$ cat src/rtl/approx_mul8_seq_ctrl_pkg.sv
// Shared types and constants for the 8x8 multiply sequencer built around one 4x4 multiplier.
package approx_mul8_seq_ctrl_pkg;

    localparam int unsigned NIB_W     = 4;
    localparam int unsigned PP_W      = 8;
    localparam int unsigned RES_W     = 16;
    localparam int unsigned NUM_SLOTS = 4;

    localparam logic [1:0] SLOT_LL = 2'd0;
    localparam logic [1:0] SLOT_LH = 2'd1;
    localparam logic [1:0] SLOT_HL = 2'd2;
    localparam logic [1:0] SLOT_HH = 2'd3;

    typedef enum logic [1:0] {
        StIdle,
        StMul,
        StSum,
        StOut
    } state_e;

    function automatic logic [NIB_W-1:0] nib_sel(input logic [PP_W-1:0] v, input logic hi);
        return hi ? v[PP_W-1:NIB_W] : v[NIB_W-1:0];
    endfunction

endpackage

$ cat src/rtl/approx_mul8_seq_ctrl_if.sv
// Operand, multiplier, partial-product, adder and result signals of the sequencer.
interface approx_mul8_seq_ctrl_if;
    import approx_mul8_seq_ctrl_pkg::*;

    logic             in_valid;
    logic             in_ready;
    logic [PP_W-1:0]  in_a;
    logic [PP_W-1:0]  in_b;
    logic             mul_en;
    logic [NIB_W-1:0] mul_a;
    logic [NIB_W-1:0] mul_b;
    logic [PP_W-1:0]  mul_p;
    logic [PP_W-1:0]  pp_ll;
    logic [PP_W-1:0]  pp_lh;
    logic [PP_W-1:0]  pp_hl;
    logic [PP_W-1:0]  pp_hh;
    logic [RES_W-1:0] sum_in;
    logic             out_valid;
    logic             out_ready;
    logic [RES_W-1:0] out_result;
    logic             busy;

    modport slave (
        input  in_valid, in_a, in_b, mul_p, sum_in, out_ready,
        output in_ready, mul_en, mul_a, mul_b, pp_ll, pp_lh, pp_hl, pp_hh,
        output out_valid, out_result, busy
    );

    modport master (
        output in_valid, in_a, in_b, mul_p, sum_in, out_ready,
        input  in_ready, mul_en, mul_a, mul_b, pp_ll, pp_lh, pp_hl, pp_hh,
        input  out_valid, out_result, busy
    );

endinterface

$ cat src/rtl/approx_mul8_seq_ctrl_pp_slot_sel.sv
// Priority encoder: lowest pending slot -> slot index, nibble operands and one-hot write enable.
module approx_mul8_seq_ctrl_pp_slot_sel
    import approx_mul8_seq_ctrl_pkg::*;
(
    input  logic [NUM_SLOTS-1:0] i_mask,
    input  logic [PP_W-1:0]      i_a,
    input  logic [PP_W-1:0]      i_b,
    output logic [1:0]           o_slot,
    output logic [NIB_W-1:0]     o_nib_a,
    output logic [NIB_W-1:0]     o_nib_b,
    output logic [NUM_SLOTS-1:0] o_we
);

    always_comb begin
        o_slot = SLOT_LL;
        o_we   = '0;
        if (i_mask[SLOT_LL]) begin
            o_slot = SLOT_LL;
        end else if (i_mask[SLOT_LH]) begin
            o_slot = SLOT_LH;
        end else if (i_mask[SLOT_HL]) begin
            o_slot = SLOT_HL;
        end else if (i_mask[SLOT_HH]) begin
            o_slot = SLOT_HH;
        end
        o_we[o_slot] = |i_mask;
        // Slot bit 1 picks the high nibble of a, bit 0 the high nibble of b.
        o_nib_a = nib_sel(i_a, o_slot[1]);
        o_nib_b = nib_sel(i_b, o_slot[0]);
    end

endmodule

$ cat src/rtl/approx_mul8_seq_ctrl.sv
// Sequences the four nibble products of an 8x8 multiply through one shared 4x4 multiplier
// and returns the external adder's sum over a valid/ready handshake.
module approx_mul8_seq_ctrl
    import approx_mul8_seq_ctrl_pkg::*;
#(
    parameter bit SKIP_ZERO = 1'b1
) (
    input logic                   clk,
    input logic                   rst,
    approx_mul8_seq_ctrl_if.slave bus
);

    state_e                r_state;
    state_e                w_state_next;
    logic [PP_W-1:0]       r_a;
    logic [PP_W-1:0]       r_b;
    logic [NUM_SLOTS-1:0]  r_mask;
    logic [NUM_SLOTS-1:0]  w_mask_init;
    logic [NUM_SLOTS-1:0]  w_mask_next;
    logic [PP_W-1:0]       r_pp [NUM_SLOTS];
    logic [RES_W-1:0]      r_result;
    logic [1:0]            w_slot;
    logic [NIB_W-1:0]      w_nib_a;
    logic [NIB_W-1:0]      w_nib_b;
    logic [NUM_SLOTS-1:0]  w_we;
    logic                  w_accept;

    approx_mul8_seq_ctrl_pp_slot_sel u_sel (
        .i_mask  (r_mask),
        .i_a     (r_a),
        .i_b     (r_b),
        .o_slot  (w_slot),
        .o_nib_a (w_nib_a),
        .o_nib_b (w_nib_b),
        .o_we    (w_we)
    );

    // A pair with a zero nibble has a zero product, so its multiplier cycle can be dropped.
    always_comb begin
        w_mask_init = '1;
        if (SKIP_ZERO) begin
            for (int i = 0; i < NUM_SLOTS; i++) begin
                if (nib_sel(bus.in_a, i[1]) == '0 || nib_sel(bus.in_b, i[0]) == '0) begin
                    w_mask_init[i] = 1'b0;
                end
            end
        end
    end

    assign w_mask_next = r_mask & ~w_we;

    always_ff @(posedge clk) begin
        if (rst) begin
            r_state <= StIdle;
        end else begin
            r_state <= w_state_next;
        end
    end

    always_comb begin
        w_state_next  = r_state;
        w_accept      = 1'b0;
        bus.in_ready  = 1'b0;
        bus.mul_en    = 1'b0;
        bus.mul_a     = '0;
        bus.mul_b     = '0;
        bus.out_valid = 1'b0;
        bus.busy      = 1'b1;
        unique case (r_state)
            StIdle: begin
                bus.in_ready = 1'b1;
                bus.busy     = 1'b0;
                if (bus.in_valid) begin
                    w_accept     = 1'b1;
                    w_state_next = (w_mask_init != '0) ? StMul : StSum;
                end
            end
            StMul: begin
                bus.mul_en = 1'b1;
                bus.mul_a  = w_nib_a;
                bus.mul_b  = w_nib_b;
                if (w_mask_next == '0) begin
                    w_state_next = StSum;
                end
            end
            StSum: begin
                w_state_next = StOut;
            end
            StOut: begin
                bus.out_valid = 1'b1;
                if (bus.out_ready) begin
                    w_state_next = StIdle;
                end
            end
            default: begin
                w_state_next = StIdle;
            end
        endcase
    end

    always_ff @(posedge clk) begin
        if (rst) begin
            r_a      <= '0;
            r_b      <= '0;
            r_mask   <= '0;
            r_result <= '0;
            for (int i = 0; i < NUM_SLOTS; i++) begin
                r_pp[i] <= '0;
            end
        end else begin
            if (w_accept) begin
                r_a    <= bus.in_a;
                r_b    <= bus.in_b;
                r_mask <= w_mask_init;
                for (int i = 0; i < NUM_SLOTS; i++) begin
                    r_pp[i] <= '0;
                end
            end
            if (r_state == StMul) begin
                r_pp[w_slot] <= bus.mul_p;
                r_mask       <= w_mask_next;
            end
            if (r_state == StSum) begin
                r_result <= bus.sum_in;
            end
        end
    end

    assign bus.pp_ll      = r_pp[SLOT_LL];
    assign bus.pp_lh      = r_pp[SLOT_LH];
    assign bus.pp_hl      = r_pp[SLOT_HL];
    assign bus.pp_hh      = r_pp[SLOT_HH];
    assign bus.out_result = r_result;

endmodule

$ cat src/flat_wrapper.sv
// flat-port wrapper written by rule: the top's interface ports become plain ports
module approx_mul8_seq_ctrl_flat import approx_mul8_seq_ctrl_pkg::*;
#(
    parameter bit SKIP_ZERO = 1'b1
)
  (clk, rst, bus_in_valid, bus_in_a, bus_in_b, bus_mul_p, bus_sum_in, bus_out_ready, bus_in_ready, bus_mul_en, bus_mul_a, bus_mul_b, bus_pp_ll, bus_pp_lh, bus_pp_hl, bus_pp_hh, bus_out_valid, bus_out_result, bus_busy);
  approx_mul8_seq_ctrl_if bus_i ();
  input logic clk;
  input logic rst;
  input wire logic [$bits(bus_i.in_valid)-1:0] bus_in_valid;
  input wire logic [$bits(bus_i.in_a)-1:0] bus_in_a;
  input wire logic [$bits(bus_i.in_b)-1:0] bus_in_b;
  input wire logic [$bits(bus_i.mul_p)-1:0] bus_mul_p;
  input wire logic [$bits(bus_i.sum_in)-1:0] bus_sum_in;
  input wire logic [$bits(bus_i.out_ready)-1:0] bus_out_ready;
  output wire logic [$bits(bus_i.in_ready)-1:0] bus_in_ready;
  output wire logic [$bits(bus_i.mul_en)-1:0] bus_mul_en;
  output wire logic [$bits(bus_i.mul_a)-1:0] bus_mul_a;
  output wire logic [$bits(bus_i.mul_b)-1:0] bus_mul_b;
  output wire logic [$bits(bus_i.pp_ll)-1:0] bus_pp_ll;
  output wire logic [$bits(bus_i.pp_lh)-1:0] bus_pp_lh;
  output wire logic [$bits(bus_i.pp_hl)-1:0] bus_pp_hl;
  output wire logic [$bits(bus_i.pp_hh)-1:0] bus_pp_hh;
  output wire logic [$bits(bus_i.out_valid)-1:0] bus_out_valid;
  output wire logic [$bits(bus_i.out_result)-1:0] bus_out_result;
  output wire logic [$bits(bus_i.busy)-1:0] bus_busy;
  assign bus_i.in_valid = bus_in_valid;
  assign bus_i.in_a = bus_in_a;
  assign bus_i.in_b = bus_in_b;
  assign bus_i.mul_p = bus_mul_p;
  assign bus_i.sum_in = bus_sum_in;
  assign bus_i.out_ready = bus_out_ready;
  assign bus_in_ready = bus_i.in_ready;
  assign bus_mul_en = bus_i.mul_en;
  assign bus_mul_a = bus_i.mul_a;
  assign bus_mul_b = bus_i.mul_b;
  assign bus_pp_ll = bus_i.pp_ll;
  assign bus_pp_lh = bus_i.pp_lh;
  assign bus_pp_hl = bus_i.pp_hl;
  assign bus_pp_hh = bus_i.pp_hh;
  assign bus_out_valid = bus_i.out_valid;
  assign bus_out_result = bus_i.out_result;
  assign bus_busy = bus_i.busy;
  approx_mul8_seq_ctrl #(.SKIP_ZERO(SKIP_ZERO)) u_core (.clk(clk), .rst(rst), .bus(bus_i));
endmodule
$ cat config.mk
export PLATFORM = sky130hd
export DESIGN_NAME = approx_mul8_seq_ctrl_flat
export DESIGN_NICKNAME = d
export VERILOG_FILES = /design/src/rtl/approx_mul8_seq_ctrl_pkg.sv /design/src/rtl/approx_mul8_seq_ctrl_if.sv /design/src/rtl/approx_mul8_seq_ctrl_pp_slot_sel.sv /design/src/rtl/approx_mul8_seq_ctrl.sv /design/src/flat_wrapper.sv
export SDC_FILE = /design/constraint.sdc
export NUM_CORES = 1
export LEC_CHECK = 0
export CORE_AREA = 2 2 89 91
export DETAILED_ROUTE_END_ITERATION = 10
export DIE_AREA = 0 0 91 93
export GPL_ROUTABILITY_DRIVEN = 0
export HOLD_SLACK_MARGIN = 0.08
export PLACE_DENSITY = 0.8
export SETUP_SLACK_MARGIN = 0.1
export SYNTH_ARGS = -nofsm -noshare
export SYNTH_HDL_FRONTEND = slang
export SYNTH_SLANG_ARGS = --single-unit
$ cat constraint.sdc
create_clock -name clk -period 1.8 [get_ports clk]
set_input_delay 0.36 -clock clk [delete_from_list [all_inputs] [get_ports clk]]
set_output_delay 0.36 -clock clk [all_outputs]
set_load 0.03 [all_outputs]
; ---- Word level (Yosys, flattened, before mapping)
; Memory sizes are Yosys's and may differ from the RTL's.
; Cells that the tools add are included.
[totals]
ff_bits = 38
ramBits = 32
inputBits = 44
out_inout_bits = 60
memories = 1
[op_classes]
order_cmp = 2
n_eq_ne = 6
n_mux = 41
n_bitwise = 7
reduce_logical = 16
[mem_list]
columns = memory, words, word_bits, read_ports, rd_clocked_by_memory_dff, write_ports, line_no
row1 = u_core.r_pp, 4, 8, 4, 0, 4, approx_mul8_seq_ctrl.sv:20  ; logic [PP_W-1:0] r_pp [NUM_SLOTS];
[ops]
columns = cell, count
row1 = 8-bit two-way mux, 5
row2 = 4-bit two-way mux, 6
row3 = 4-bit logical NOT, 5
row4 = 1-bit two-way mux, 19
row5 = 2-bit two-way mux, 9
row6 = 4-bit AND, 2
row7 = 2-bit one-hot mux with 4 select lines, 1
row8 = 8-bit OR reduction, 1
row9 = 2-bit equality test (second input constant), 2
row10 = 1-bit logical OR, 4
row11 = 2-bit != test (second input constant), 2
row12 = 4-bit NOT, 1
row13 = 1-bit bitwise OR, 4
row14 = 4-bit nonzero test, 1
row15 = 4-bit OR reduction, 1
row16 = 2-bit by 3-bit < comparator with 1-bit output (second input constant), 1
row17 = 3-bit AND reduction, 1
row18 = 1-bit demux with 2-bit select, 1
row19 = 2-bit by 1-bit equality test with 1-bit output (second input constant), 1
row20 = 2-bit by 1-bit >= comparator with 1-bit output (second input constant), 1
row21 = 2-bit logical NOT, 1
row22 = 2-bit by 1-bit != test with 1-bit output (second input constant), 1
row23 = 2-bit nonzero test, 1
row24 = 1-bit logical AND, 1

; ---- Longest topological paths before layout
; Gate-level depths: netlist of run 1.
[logic_depth]
word_depth = 14
ltp_mapped = 7
depth_no_buf = 6

; ---- Modules after synthesis
; From an unflattened synthesis of run 1, not the netlist that was laid out.
[hier_totals]
cells_unflattened = 279
area_unflattened_um2 = 3050.4
[modules_own_cells]
columns = mod, n_inst, cells_each, area_per_inst_um2, seq_area_each_um2
row1 = approx_mul8_seq_ctrl, 1, 262, 2894.0, 1721.7
row2 = approx_mul8_seq_ctrl_pp_slot_sel, 1, 17, 156.4, 0.0

; ---- Worst setup path before layout of run 1
; Ideal clock, no wire load.
[synth_timing]
kind = flip-flop to flip-flop
start = register u_core.r_state[1]
end = memory u_core.r_pp[1][0] (enable)
setup_time_ns = 0.328
arrival_time_ns = 1.670
required_time_ns = 1.472
setup_slack_ns = -0.199
stages_incl_launch_ff = 6
cell_sequence = dfxtp_1 inv_1 ha_1 nand2b_1 nor3_1 or3_1
[synth_lines]
columns = item, line_no
row1 = from (decl), approx_mul8_seq_ctrl.sv:13  ; state_e r_state;
row2 = from (signal assigned), approx_mul8_seq_ctrl.sv:54  ; r_state <= StIdle;
row3 = from (signal assigned), approx_mul8_seq_ctrl.sv:56  ; r_state <= w_state_next;
row4 = to (decl), approx_mul8_seq_ctrl.sv:20

; ---- Worst setup path in the final report of run 1
[layout_timing]
start = register u_core.r_mask[3]
end = output port bus_mul_a[3]
[layout_between]
elab_chain_len = 6
[layout_lines]
columns = item, line_no
row1 = from (decl), approx_mul8_seq_ctrl.sv:17  ; logic [NUM_SLOTS-1:0] r_mask;
row2 = from (signal assigned), approx_mul8_seq_ctrl.sv:114  ; r_mask <= w_mask_init;
row3 = from (signal assigned), approx_mul8_seq_ctrl.sv:121  ; r_mask <= w_mask_next;
row4 = 2-bit two-way mux, approx_mul8_seq_ctrl_pp_slot_sel.sv:23  ; end else if (i_mask[SLOT_HH]) begin
row5 = 2-bit two-way mux, approx_mul8_seq_ctrl_pp_slot_sel.sv:21  ; end else if (i_mask[SLOT_HL]) begin
row6 = 2-bit two-way mux, approx_mul8_seq_ctrl_pp_slot_sel.sv:19  ; end else if (i_mask[SLOT_LH]) begin
row7 = 2-bit two-way mux, approx_mul8_seq_ctrl_pp_slot_sel.sv:17  ; if (i_mask[SLOT_LL]) begin
row8 = 4-bit two-way mux, approx_mul8_seq_ctrl_pkg.sv:22  ; return hi ? v[PP_W-1:NIB_W] : v[NIB_W-1:0];
row9 = 4-bit two-way mux, approx_mul8_seq_ctrl.sv:69  ; unique case (r_state)
row10 = to (decl), flat_wrapper.sv:18  ; output wire logic [$bits(bus_i.mul_a)-1:0] bus_mul_a;
; No other way between the ends.

==> results.cfg, run 1 <==
[critical_path]
path_class = flop to primary output
r2r-start = u_core.r_mask[2]
worst_path_max_delay_cell = dfxtp_4
arrival_ns = 1.56
critPathBufInv = 2
crit_path_cell_trace = nor2_4, nor3_2, buf_4, mux2i_2, nor2b_2, buf_6
max_stage_delay_ns = 0.39
regToRegSetupSlack_ns = 0.10
cp_top_family = flip-flops
reg2reg_to = u_core.r_state[1]
crit_path_start_kind = flop
end_kind = primary output
crit_required_ns = 1.44
crit_fanout = 4
rr_worst_depth = 6

[pwr]
leakage_uw = 0.00202
switching_share_pct = 38.4
powerDensity_nw_per_um2 = 1470
ir_drop_uv = 623
internal_power_uw = 4200
p_switching_uw = 2620
p_comb_share_pct = 47.7
power_frac_clock_pct = 18.4
pwr-share-seq_pct = 33.9

[yosys]
synthCells = 264
yosys_warnings = 0
synth-main-ff-cell = dfxtp_1
synth_edf_count = 32
syn_area_um2 = 2940
yosysSeqAreaShare_pct = 58.6
ys_types = 36
synth_nets = 312
synthArstFlopShare_pct = 0
avgSynthCellArea_um2 = 11.1
ys_seq_elements = 70

[sta]
worst_pin_slew_ns = 0.384
skew_ns = 0.00698
tns_ns = -0.909
slew_headroom_pct = 73.7
clock.fmax_mhz = 520
period_share_pct = 107
setup_slack_ns = -0.124
grt_setup_unrepaired = yes
finalMaxSlewViolations = 0
fin_crit_ns = 1.92
hold_violations = 0
setup_violations = 8

[floorplan]
die_w_um = 91
placementRows = 32
die_h_um = 93
core_um2 = 7530
io_pins = 104
initial_core_util_pct = 39.0
die_area_um2 = 8460

[final_layout]
stdcell_count = 501
final_nets = 442
final_common_cell = clkdlybuf4s50_1
diodes = 0
drive_gt1_share_pct = 24.3
fin_util_pct = 61.6
syn_to_final_growth_pct = 57.8
final_cell_mix = clkdlybuf4s50_1, dlygate4sd2_1, nand2_1, dfxtp_1

[detailed_routing]
dr.first_iter.drc_count = 63
drt_wl_total_um = 7270
via_per_inst = 4.85
vias = 2430
drc = 0
wl_per_cell_um = 14.5
first_pass_iters = 4
ant_nets = 0

[placed_design]
placedCellCount = 474
port_buffers = 103
hpwl_um = 5180

[grt]
grt_pass1_vias = 2353
grt_antenna_before_repair = 0
grt_usage_pct = 16.9
grt_pass1_wl_um = 11200
grt_overflow_total = 0
grt_max_degree = 39

[clock_network]
ctsHoldBuffers = 0
clock_latency_ns = 0.34
cts_buffers = 9
h-tree-depth = 3
cts_num_sinks = 70
clockBufferDepth = 2
cts_tree = yes
cts-root-buf = clkbuf_8
clk_pin_slew_ns = 0.08

[run]
maxCapViolCount = 0

[min_path]
min_to = u_core.r_b[3]
hp-class = flop to flop
hold_depth = 2
min_from = u_core.r_b[3]

[status]
violations = negative setup slack
status = finished with violations
## flip-flops by register name, indices dropped and copies added, names as in the netlist
signal,cells
u_core.r_mask,4
u_core.r_state,2
u_core.r_a,8
u_core.r_b,8
u_core.bus.out_result,16
u_core.r_pp,32
## what timing repair did
action	4_1_cts	5_1_grt
endpoints found under the setup margin	69	39
setup buffers	10	1
pin swaps	5	3
resized for setup	65	18
## worst register-to-register path, stage by stage (launching register included)
cell and delay (ns):
dfxtp_4 0.36, buf_4 0.14, buf_4 0.13, a211oi_1 0.23, nor3b_2 0.11, or4_1 0.52, a21oi_1 0.14
## power groups by stage
stage	sequential, µW	combinational, µW	clock [µW]
after floorplan	2830	1390	0
after global placement	2320	3050	0
after detailed placement	2330	3110	0
after CTS	2310	3210	1270
after global routing	2360	3460	1330
final	2310	3250	1250
## routing by layer
layer / GRT usage (%) / share of wire, % / vias to the layer above / routed length [µm]
li1: - / - / 1176 / -
met1: 19.5 / 41 / 1131 / 2980
met2: 30.5 / 50 / 110 / 3660
met3: 3.79 / 6.9 / 13 / 504
met4: 6.69 / 1.8 / 0 / 128
met5: 0 / 0 / - / 0
## kinds of logic after synthesis
logic type / synth area share, %
AO/OA/AOI/OAI: 6.64
adder cells (fa/ha/maj): 1.70
buffers and inverters: 2.60
flip-flops: 58.6
multiplexers: 8.18
AND/OR/NAND/NOR: 22.3
## cell usage after synthesis, types with 2 or more instances
| cell | n | share of area, % |
|---|---|---|
| a21oi_1 | 19 | 3.2 |
| and2_1 | 33 | 7.0 |
| buf_1 | 2 | 0.26 |
| nor4_2 | 5 | 2.1 |
| edfxtp_1 | 32 | 33 |
| or3_1 | 5 | 1.1 |
| nand2_1 | 33 | 4.2 |
| nor3_1 | 4 | 0.68 |
| nor2_1 | 20 | 2.6 |
| a211oi_1 | 2 | 0.51 |
| dfxtp_1 | 38 | 26 |
| mux2i_1 | 24 | 8.2 |
| clkbuf_1 | 9 | 1.1 |
| nand2b_1 | 2 | 0.43 |
| inv_1 | 5 | 0.64 |
| ha_1 | 4 | 1.7 |
| nor2b_1 | 8 | 1.7 |
## worst max path at each step
stage,start,endpoint,slack (ns),cells past startpoint
3_5_place_dp,bus_in_a[0],u_core.r_state[1],-0.27,5
3_3_place_gp,bus_in_a[0],u_core.r_state[1],-0.25,5
6_report,u_core.r_mask[3],bus_mul_a[3],-0.12,6
2_1_floorplan,u_core.r_state[0],u_core.r_pp[1][0],0.06,5
4_1_cts,u_core.r_mask[3],bus_mul_a[3],-0.15,6
5_1_grt,u_core.r_mask[2],bus_mul_b[3],-0.21,6
## metrics by stage
stage | setup slack (ns) | cell area, µm² | power, µW | hold WS (ns)
6_report | -0.124 | 4640 | 6820 | 0.456
2_1_floorplan | 0.0635 | 3020 | 4220 | 0.436
4_1_cts | -0.152 | 4570 | 6790 | 0.458
3_5_place_dp | -0.271 | 4250 | 5440 | 0.446
5_1_grt | -0.211 | 4640 | 7150 | 0.489
3_3_place_gp | -0.246 | 4250 | 5370 | 0.443
## layout make-up
cell class / instances / area, µm²
multi-input cells: 176 / 1290
repair buffers: 132 / 1270
clock buffers: 9 / 124
fillers: 641 / 2890
flip-flops and latches: 70 / 1730
inverters: 5 / 18.8
clock inverters: 7 / 72.6
well taps: 102 / 128
(Power assumes the default switching activity.)
==> inputs of run 2 (changes only) <==
--- a/config.mk
+++ b/config.mk
@@ -5,9 +5,10 @@
 export SDC_FILE = /design/constraint.sdc
 export NUM_CORES = 1
 export LEC_CHECK = 0
-export CORE_AREA = 2 2 89 91
+export CORE_AREA = 2 2 114 72
+export CTS_CLUSTER_SIZE = 20
 export DETAILED_ROUTE_END_ITERATION = 10
-export DIE_AREA = 0 0 91 93
+export DIE_AREA = 0 0 116 74
 export GPL_ROUTABILITY_DRIVEN = 0
 export HOLD_SLACK_MARGIN = 0.08
 export PLACE_DENSITY = 0.8
==> run 2 against run 1 <==
Compared with the run above: the run still ends with negative setup slack left; hold slack worse by 0.12 ns; cell count up 1.6%; register-to-register slack worse by 0.08 ns; global-route usage up 1.7 points; total power up 7.5%; wire length up 7.0%; combinational power about the same; clock-buffer cell count unchanged; clock power up 40%; critical path type unchanged; largest cell class unchanged; largest power group unchanged; highest routed layer unchanged.
==> results.cfg, run 2 (synthesis results as in run 1) <==
[final_layout]
largest_reg_flops = 32
drive_gt1_share_pct = 25.2
syn_to_final_growth_pct = 62.6
final_common_cell = clkdlybuf4s50_1
top_register = u_core.r_pp
fillers = 600
diodes = 0
stdcell_count = 509
final_nets = 444
final_cell_mix = clkdlybuf4s50_1, nand2_1, dfxtp_1

[sta]
finalMaxSlewViolations = 0
fin_crit_ns = 1.95
hold_violations = 0
period_share_pct = 108
setup_slack_ns = -0.149
clock.fmax_mhz = 513
setup_violations = 8
worst_pin_slew_ns = 0.401
slew_headroom_pct = 72.6
grt_setup_unrepaired = yes
skew_ns = 0.00669

[grt]
grt_usage_pct = 18.6
grt_pass1_vias = 2451
grt_pass1_wl_um = 12100
grt_antenna_before_repair = 0
use_met2_pct = 30.0
grtUsageMet3_pct = 6.60
grt_max_degree = 35
grt-busiest-layer = met2
grt_util_met1_pct = 24.5
grt_overflow_total = 0

[detailed_routing]
via_per_inst = 4.83
drc = 0
drt_wl_total_um = 7780
ant_nets = 0
first_pass_iters = 4
dr.first_iter.drc_count = 139
wl_per_cell_um = 15.3
vias = 2456

[critical_path]
crit_path_start_kind = flop
worst_path_max_delay_cell = dfxtp_4
crit_required_ns = 1.44
end_kind = primary output
crit_fanout = 4
crit_path_frequent_cell = buf_6
max_stage_delay_ns = 0.36
path_class = flop to primary output
crit_path_cell_trace = nand2b_4, a21oi_4, buf_6, mux2i_4, nor2b_2, buf_6
arrival_ns = 1.59

[pwr]
powerDensity_nw_per_um2 = 1530
ir_drop_uv = 609
p_switching_uw = 2710
internal_power_uw = 4620
power_frac_clock_pct = 23.8
leakage_uw = 0.00219
switching_share_pct = 37.0
p_comb_share_pct = 44.2
pwr-share-seq_pct = 31.9

[floorplan]
initial_core_util_pct = 38.8
io_pins = 104
die_h_um = 74
core_um2 = 7570
placementRows = 25
die_w_um = 116
die_area_um2 = 8580

[clock_network]
cts_num_sinks = 70
cts_buffers = 9
clock_latency_ns = 0.33
h-tree-depth = 3
cts_tree = yes
ctsHoldBuffers = 0
clk_pin_slew_ns = 0.06
cts-root-buf = clkbuf_16
clockBufferDepth = 2

[placed_design]
port_buffers = 103
dp_slack_ns = -0.307
hpwl_um = 5520
placedCellCount = 482

[min_path]
hp-class = input pin to flop

[run]
maxCapViolCount = 0

[status]
violations = negative setup slack
status = finished with violations
run 2: metal layers:
metal	up-vias	routed length, µm	share of wire [%]
met5	-	0	0
met4	0	40	0.51
met3	7	603	7.8
met2	85	3610	46
met1	1177	3520	45
li1	1187	-	-
run 2: cell type report:
type	count	area, µm²	area share [%]
repair buffers	134	1310	27.5
flip-flops and latches	70	1740	36.4
clock inverters	7	71.3	1.49
multi-input cells	176	1270	26.7
well taps	108	135	2.83
clock buffers	9	225	4.72
inverters	5	18.8	0.393
run 2: path summary, 6_finish.rpt:
kind,cells after the start,slack (ns),startpoint,endpoint
setup reg to reg,6,0.02,u_core.r_mask[2],u_core.r_pp[2][7]
hold reg to reg,2,0.45,u_core.r_b[0],u_core.r_b[0]
setup / recovery,6,-0.15,u_core.r_mask[2],bus_mul_b[2]
hold / removal,3,0.33,bus_in_a[1],u_core.r_a[1]
run 2: worst max-delay path: cells and delay by family, from the launching register on:
kind / cells / cell delay (ns)
flip-flops: 1 / 0.36
buffers and inverters: 2 / 0.29
AND/OR/NAND/NOR: 2 / 0.22
multiplexers: 1 / 0.22
AO/OA/AOI/OAI: 1 / 0.16
run 2: per-stage QoR:
stage | power (µW) | hold WS [ns] | util, % | setup TNS, ns | instance area [µm²]
after floorplan | 4220 | 0.436 | - | 0 | 3020
after global placement | 5350 | 0.442 | 56.3 | -1.14 | 4260
after detailed placement | 5420 | 0.446 | 56.3 | -1.52 | 4260
after CTS | 7250 | 0.438 | 61.5 | -1.05 | 4650
after global routing | 7720 | 0.329 | 63.1 | -1.56 | 4780
final | 7330 | 0.333 | 63.1 | -1.04 | 4780
run 2: power by group through the flow:
stage	Sequential (µW)	Clock (µW)	Combinational (µW)
global placement	2330	0	3030
floorplan	2830	0	1390
finish	2340	1750	3240
CTS	2320	1790	3150
global route	2380	1870	3460
detailed placement	2340	0	3090
run 2: repair_timing:
| item | 4_1_cts | 5_1_grt |
|---|---|---|
| endpoints found under the setup margin | 68 | 63 |
| setup buffers | 9 | 2 |
| cloned | 0 | 0 |
| resized for setup | 55 | 41 |
| pin swaps | 8 | 6 |
